===== config.mk =====
export PLATFORM = sky130hd
export DESIGN_NAME = mod_n_updown_counter
export DESIGN_NICKNAME = d
export VERILOG_FILES = /design/src/rtl/mod_n_updown_counter.sv
export SDC_FILE = /design/constraint.sdc
export NUM_CORES = 1
export LEC_CHECK = 0
export CELL_PAD_IN_SITES_DETAIL_PLACEMENT = 0
export CELL_PAD_IN_SITES_GLOBAL_PLACEMENT = 2
export CORE_MARGIN = 1
export CORE_UTILIZATION = 31
export CTS_CLUSTER_SIZE = 16
export DETAILED_ROUTE_END_ITERATION = 10
export DONT_BUFFER_PORTS = 1
export PLACE_DENSITY_LB_ADDON = 0.08
export REMOVE_ABC_BUFFERS = 1
export SLEW_MARGIN = 5
export SYNTH_ARGS = -nofsm -noshare
export SYNTH_HDL_FRONTEND = slang
export SYNTH_SLANG_ARGS = --single-unit

===== constraint.sdc =====
create_clock -name Clk -period 2.35 [get_ports Clk]
set_clock_uncertainty 0.2 [all_clocks]
set_input_delay 0.235 -clock Clk [delete_from_list [all_inputs] [get_ports Clk]]
set_output_delay 0.235 -clock Clk [all_outputs]
set_load 0.02 [all_outputs]

===== src/rtl/mod_n_updown_counter.sv =====
// Modulo-N up/down counter with synchronous clear, clamped parallel load,
// combinational terminal count and Gray view, plus a sticky wrap flag.
module mod_n_updown_counter #(
    parameter int WIDTH   = 4,
    parameter int MODULUS = 16
) (
    input  logic             Clk,
    input  logic             Rst,
    input  logic             Clr,
    input  logic             Load,
    input  logic [WIDTH-1:0] D,
    input  logic             En,
    input  logic             Up,
    output logic [WIDTH-1:0] out,
    output logic [WIDTH-1:0] Gray,
    output logic             Tc,
    output logic             Ovf
);

    localparam logic [WIDTH-1:0] MAX_VAL = WIDTH'(MODULUS - 1);
    localparam logic [WIDTH-1:0] ZERO    = '0;
    localparam logic [WIDTH-1:0] ONE     = WIDTH'(1);

    logic [WIDTH-1:0] out_q, out_d;
    logic             ovf_q, ovf_d;
    logic             tc;
    logic [WIDTH-1:0] load_val;
    logic [WIDTH-1:0] up_val;
    logic [WIDTH-1:0] dn_val;

    initial begin : param_check
        assert (WIDTH >= 1) else $error("WIDTH must be >= 1");
        assert (MODULUS >= 2 && MODULUS <= (2 ** WIDTH))
            else $error("MODULUS out of range");
    end

    always_comb begin
        tc = En & ((Up & (out_q == MAX_VAL)) | (~Up & (out_q == ZERO)));
    end

    // Out-of-range values (unreachable with legal parameters) snap to the
    // wrap target of the current direction.
    always_comb begin
        load_val = (D > MAX_VAL) ? MAX_VAL : D;
        up_val   = (out_q >= MAX_VAL) ? ZERO : out_q + ONE;
        dn_val   = ((out_q == ZERO) || (out_q > MAX_VAL)) ? MAX_VAL : out_q - ONE;
    end

    always_comb begin
        out_d = out_q;
        ovf_d = ovf_q;
        if (Clr) begin
            out_d = ZERO;
            ovf_d = 1'b0;
        end else if (Load) begin
            out_d = load_val;
        end else if (En) begin
            out_d = Up ? up_val : dn_val;
            if (tc) begin
                ovf_d = 1'b1;
            end
        end
    end

    always_ff @(posedge Clk or negedge Rst) begin
        if (!Rst) begin
            out_q <= '0;
            ovf_q <= 1'b0;
        end else begin
            out_q <= out_d;
            ovf_q <= ovf_d;
        end
    end

    assign out  = out_q;
    assign Gray = out_q ^ (out_q >> 1);
    assign Tc   = tc;
    assign Ovf  = ovf_q;

endmodule

* Word-level counts from Yosys, hierarchy flattened *
Cells that the tools add are included.
W data, S select, Z words.

word-level totals
  input bits = 10
  word-level logic and storage cells = 32
  output and inout bits = 10
  register bits = 5

cells by class
  equal/unequal tests = 2
  bitwise logic cells = 6
  muxes and demuxes = 11
  order comparisons = 3
  $add $sub $neg = 2
  reductions and logical operators = 6

operator list
  kind                   number
  $mux W4                7
  $gt A4 B4 Y1 const B   2
  $add A4 B1 Y4 const B  1
  $eq A4 B4 Y1 const B   1
  $ge A4 B4 Y1 const B   1
  $logic_not A4 Y1       1
  $mux W1                4
  $reduce_bool A2 Y1     2
  $sub A4 B1 Y4 const B  1
  $xor A4 B3 Y4          1
  $and A1 B1 Y1          3
  $reduce_and A3 Y1      1
  $reduce_bool A3 Y1     1
  $ne A2 B2 Y1 const B   1
  $logic_or A1 B1 Y1     1
  $not A1 Y1             1
  $or A1 B1 Y1           1

* Depth between registers and ports, before layout *
  depth after elaboration = 8
  depth in mapped cells = 6
  mapped depth without buffers = 6

* Least setup slack after synthesis *
Ideal clock, no wire load.

  kind = register -> register
  start = register out_q[0], in the netlist out[0]
  end = register out_q[1], in the netlist out[1]
  setup time = 0.077 ns
  data required time = 2.073 ns
  data arrival time = 1.693 ns
  clock period less this slack = 1.970 ns
  buffers on the path = 0
  path slack = 0.380 ns
  stages on the path, launching flop included = 6
  path through = dfrtp_1 > inv_1 > ha_1 > or2_1 > a311o_1 > a21oi_1

between the ends
  longest elaborated chain between the ends = 7
  elaborated cells on any way between the ends = 12
  classes of those cells = 2 x add/sub; 2 x order compare; 6 x mux; 2 x reduce/logical

RTL lines
  element                                                  RTL line  text
  start: declaration                                       24        logic [WIDTH-1:0] out_q, out_d;
  start signal: assignment                                 70        out_q <= out_d;
  $gt A4 B4 Y1 / $logic_not A4 Y1 (equally long branches)  46        dn_val = ((out_q == ZERO) || (out_q > MAX_VAL)) ? MAX_VAL : out_q - ONE;
  $logic_or A1 B1 Y1                                       46
  $mux W4                                                  46
  $mux W4 (*)                                              58        out_d = Up ? up_val : dn_val;
  $mux W4 (*)                                              57        end else if (En) begin
  $mux W4 (*)                                              55        end else if (Load) begin
  $mux W4 (*)                                              52        if (Clr) begin

Every way passes the cells marked *; elsewhere a longest branch is shown, timed or not. The select of a mux whose other input is x is not followed.
A chain may end at the register's enable or synchronous reset.

* Worst setup path after layout *
  start = register out_q[1], in the netlist out[1]
  end = output Tc

between the ends
  longest elaborated chain between the ends = 4
  elaborated cells on any way between the ends = 6
  classes of those cells = 1 x eq/ne; 4 x bitwise; 1 x reduce/logical

RTL lines
  element                                                  RTL line  text
  $eq A4 B4 Y1 / $logic_not A4 Y1 (equally long branches)  38        tc = En & ((Up & (out_q == MAX_VAL)) | (~Up & (out_q == ZERO)));
  $and A1 B1 Y1                                            38
  $or A1 B1 Y1 (*)                                         38
  $and A1 B1 Y1 (*)                                        38
  end: declaration                                         16        output logic Tc,

Every way passes the cells marked *; elsewhere a longest branch is shown, timed or not.

==> results.sh <==
export IMPL_status="finished, final reports clean"
export IMPL_tightest_slew_ns=0.522
export IMPL_wirelength_mm=1.42
export IMPL_finalWorstSetupSlack_ns=0.216
export IMPL_crit_path_end_kind="output port"
export IMPL_min_from="En"
export IMPL_timing_fmax_mhz=469
export IMPL_gp_congestion=0.752
export IMPL_cp_required_ns=1.91
export IMPL_grt_overflow=0
export IMPL_core_um2=1380
export IMPL_vias=475
export IMPL_layout_nets=87
export IMPL_final_cell_mix="ha_1 (7), nand2_1 (6), a21oi_1 (6), dlygate4sd3_1 (6)"
export IMPL_syn2layout_area_growth_pct=23.1
export IMPL_r2r_start="out[1]$_DFFE_PN0P_"
export IMPL_critPathLaunchType="flop"
export IMPL_crit_arrival_ns=1.70
export IMPL_antennaDiodeCount=0
export IMPL_cts_max_path_buffers=2
export IMPL_yosysSeqAreaShare_pct=25.7
export IMPL_grt_pass1_wl_mm=2.30
export IMPL_critical_path_top_delay_family="flip-flops"
export IMPL_syn_instance_count=58
export IMPL_antenna_found_initial=0
export IMPL_relSlewSlack_pct=65.1
export IMPL_hold_class="input port to flop"
export IMPL_cp_num_buf_inv=1
export IMPL_cp_max_fo=5
export IMPL_worstPathCellList="inv_1 -> ha_1 -> nand3b_1 -> a21boi_1"
export IMPL_ios=20
export IMPL_first_pass_iters=4
export IMPL_rows=13
export IMPL_h_tree_depth=1
export IMPL_r2r_slack_ns=0.34
export IMPL_holdPathStages=2
export IMPL_hold_end="out[1]$_DFFE_PN0P_"
export IMPL_place_worst_setup_slack_ns=0.352
export IMPL_postCtsSetupBuffers=0
export IMPL_die_w_um=41.6
export IMPL_ys_seq_elements=5
export IMPL_cp_depth=4
export IMPL_clkTransAtPathRegs_ns=0.05
export IMPL_vdd_drop_max_uv=252
export IMPL_drive_above_1_share_pct=10.1
export IMPL_min_period_over_period_pct=90.8
export IMPL_postSynthAreaPerCell_um2=8.39
export IMPL_finalHoldViolCount=0
export IMPL_cts_sinks=5
export IMPL_power_density_nw_per_um2=537
export IMPL_grt_start_max_net_pins=11
export IMPL_via_per_inst=5.65
export IMPL_crit_type="flop to output port"
export IMPL_wl_per_cell_um=16.9
export IMPL_reg2reg_to="out[1]$_DFFE_PN0P_"
export IMPL_p_leak_nw=0.270
export IMPL_period_minus_slack_ns=2.13
export IMPL_initial_core_util_pct=35.2
export IMPL_dp_hpwl_mm=1.06
export IMPL_cts_made_buffers=3
export IMPL_maxCapViolations=0
export IMPL_track_usage_pct=17.5
export IMPL_io_buffers=0
export IMPL_cp_slowest_cell="dfrtp_1"
export IMPL_netlist_area_um2=487
export IMPL_reg2reg_depth=5
export IMPL_max_stage_delay_ns=0.49
export IMPL_ant_nets=0
export IMPL_cts_tree="built"
export IMPL_drt_iter0_drc=4
export IMPL_die_area_um2=1730
export IMPL_tns_ns=0
export IMPL_yosysUniqueCellTypes=23
export IMPL_rsz0062_at_grt="false"
export IMPL_yosysWarnings=0
export IMPL_setup_viol=0
export IMPL_drv_slew=0
export IMPL_root_buffer="clkbuf_4"
export IMPL_drc=0
export IMPL_final_util_pct=43.3
export IMPL_layout_commonest_cell="ha_1"
export IMPL_insertion_delay_ns=0.25
export IMPL_die_y_um=41.6
export IMPL_grt_pass1_vias=482
logic make-up (layout without fill, tap and decap cells):
kind of cell,count (synthesis),after routing,synth area share [%]
compound gates,16,16,22.4
xor+xnor,2,2,3.60
fa+ha+maj,7,7,18.0
buf+inv,8,19,8.48
flops,5,5,25.7
mux,2,2,4.11
simple gates,18,18,17.7
cell usage after synthesis:
master | count | area, um2
nor3_1 | 2 | 10.0
o31ai_1 | 2 | 15.0
nor2_1 | 3 | 11.3
mux2i_1 | 2 | 20.0
nand3b_1 | 2 | 15.0
dfrtp_1 | 5 | 125
clkbuf_1 | 1 | 3.75
or2_1 | 1 | 6.26
ha_1 | 7 | 87.6
a22o_1 | 1 | 8.76
nand3_1 | 3 | 15.0
buf_6 | 1 | 11.3
a21boi_1 | 2 | 15.0
a311o_1 | 1 | 10.0
inv_1 | 5 | 18.8
nand2_1 | 6 | 22.5
buf_4 | 1 | 7.51
nand2b_1 | 1 | 6.26
o22ai_1 | 1 | 6.26
a2bb2oi_1 | 1 | 8.76
a21oi_1 | 6 | 30.0
a211oi_1 | 2 | 15.0
xnor2_1 | 2 | 17.5
cell type report:
| class | instances | area, um2 |
|---|---|---|
| inverters | 5 | 18.8 |
| well taps | 15 | 18.8 |
| repair buffers | 10 | 90.1 |
| multi-input cells | 45 | 320 |
| flip-flops and latches | 5 | 125 |
| fillers | 140 | 783 |
| clock buffers | 4 | 26.3 |
registers in the layout, indices dropped and copies added, names as in the netlist:
name / flops
Ovf: 1
out: 4
per-layer routing:
metal | routed length [um] | track usage, %
met5 | 0 | 0
met4 | 56 | 12.3
met3 | 124 | 3.91
met2 | 652 | 28.4
met1 | 583 | 20.1
worst max path at each step:
stage                                  start                 end  slack [ns]
after floorplan           out[0]$_DFFE_PN0P_  out[1]$_DFFE_PN0P_        0.38
after global placement    out[1]$_DFFE_PN0P_  out[1]$_DFFE_PN0P_        0.41
after detailed placement  out[1]$_DFFE_PN0P_  out[1]$_DFFE_PN0P_        0.35
after CTS                 out[1]$_DFFE_PN0P_                  Tc        0.21
after global routing      out[1]$_DFFE_PN0P_                  Tc        0.13
final                     out[1]$_DFFE_PN0P_                  Tc        0.22
report_power, final:
group	switching [W]	internal, W	total [W]
Sequential	0.00000979	0.0000925	0.000102
Clock	0.0000395	0.0000645	0.000104
Combinational	0.0000662	0.0000494	0.000116
Total	0.000115	0.000206	0.000322
per-stage QoR:
stage               hold WS [ns]  area, um2  power, W  std cells
floorplan                 -0.261        464  0.000179         55
global placement          -0.260        513  0.000201         74
detailed placement        -0.260        513  0.000206         74
CTS                       0.0232        599  0.000324         84
global route              0.0392        599  0.000340         84
finish                    0.0295        599  0.000322         84
timing repair:
action / 4_1_cts / 5_1_grt
endpoints found under the setup margin: 0 / 0
gates resized for setup: 0 / 0
endpoints found under the hold margin: 10 / 0
hold buffers: 6 / 0
(Power assumes the default switching activity.)
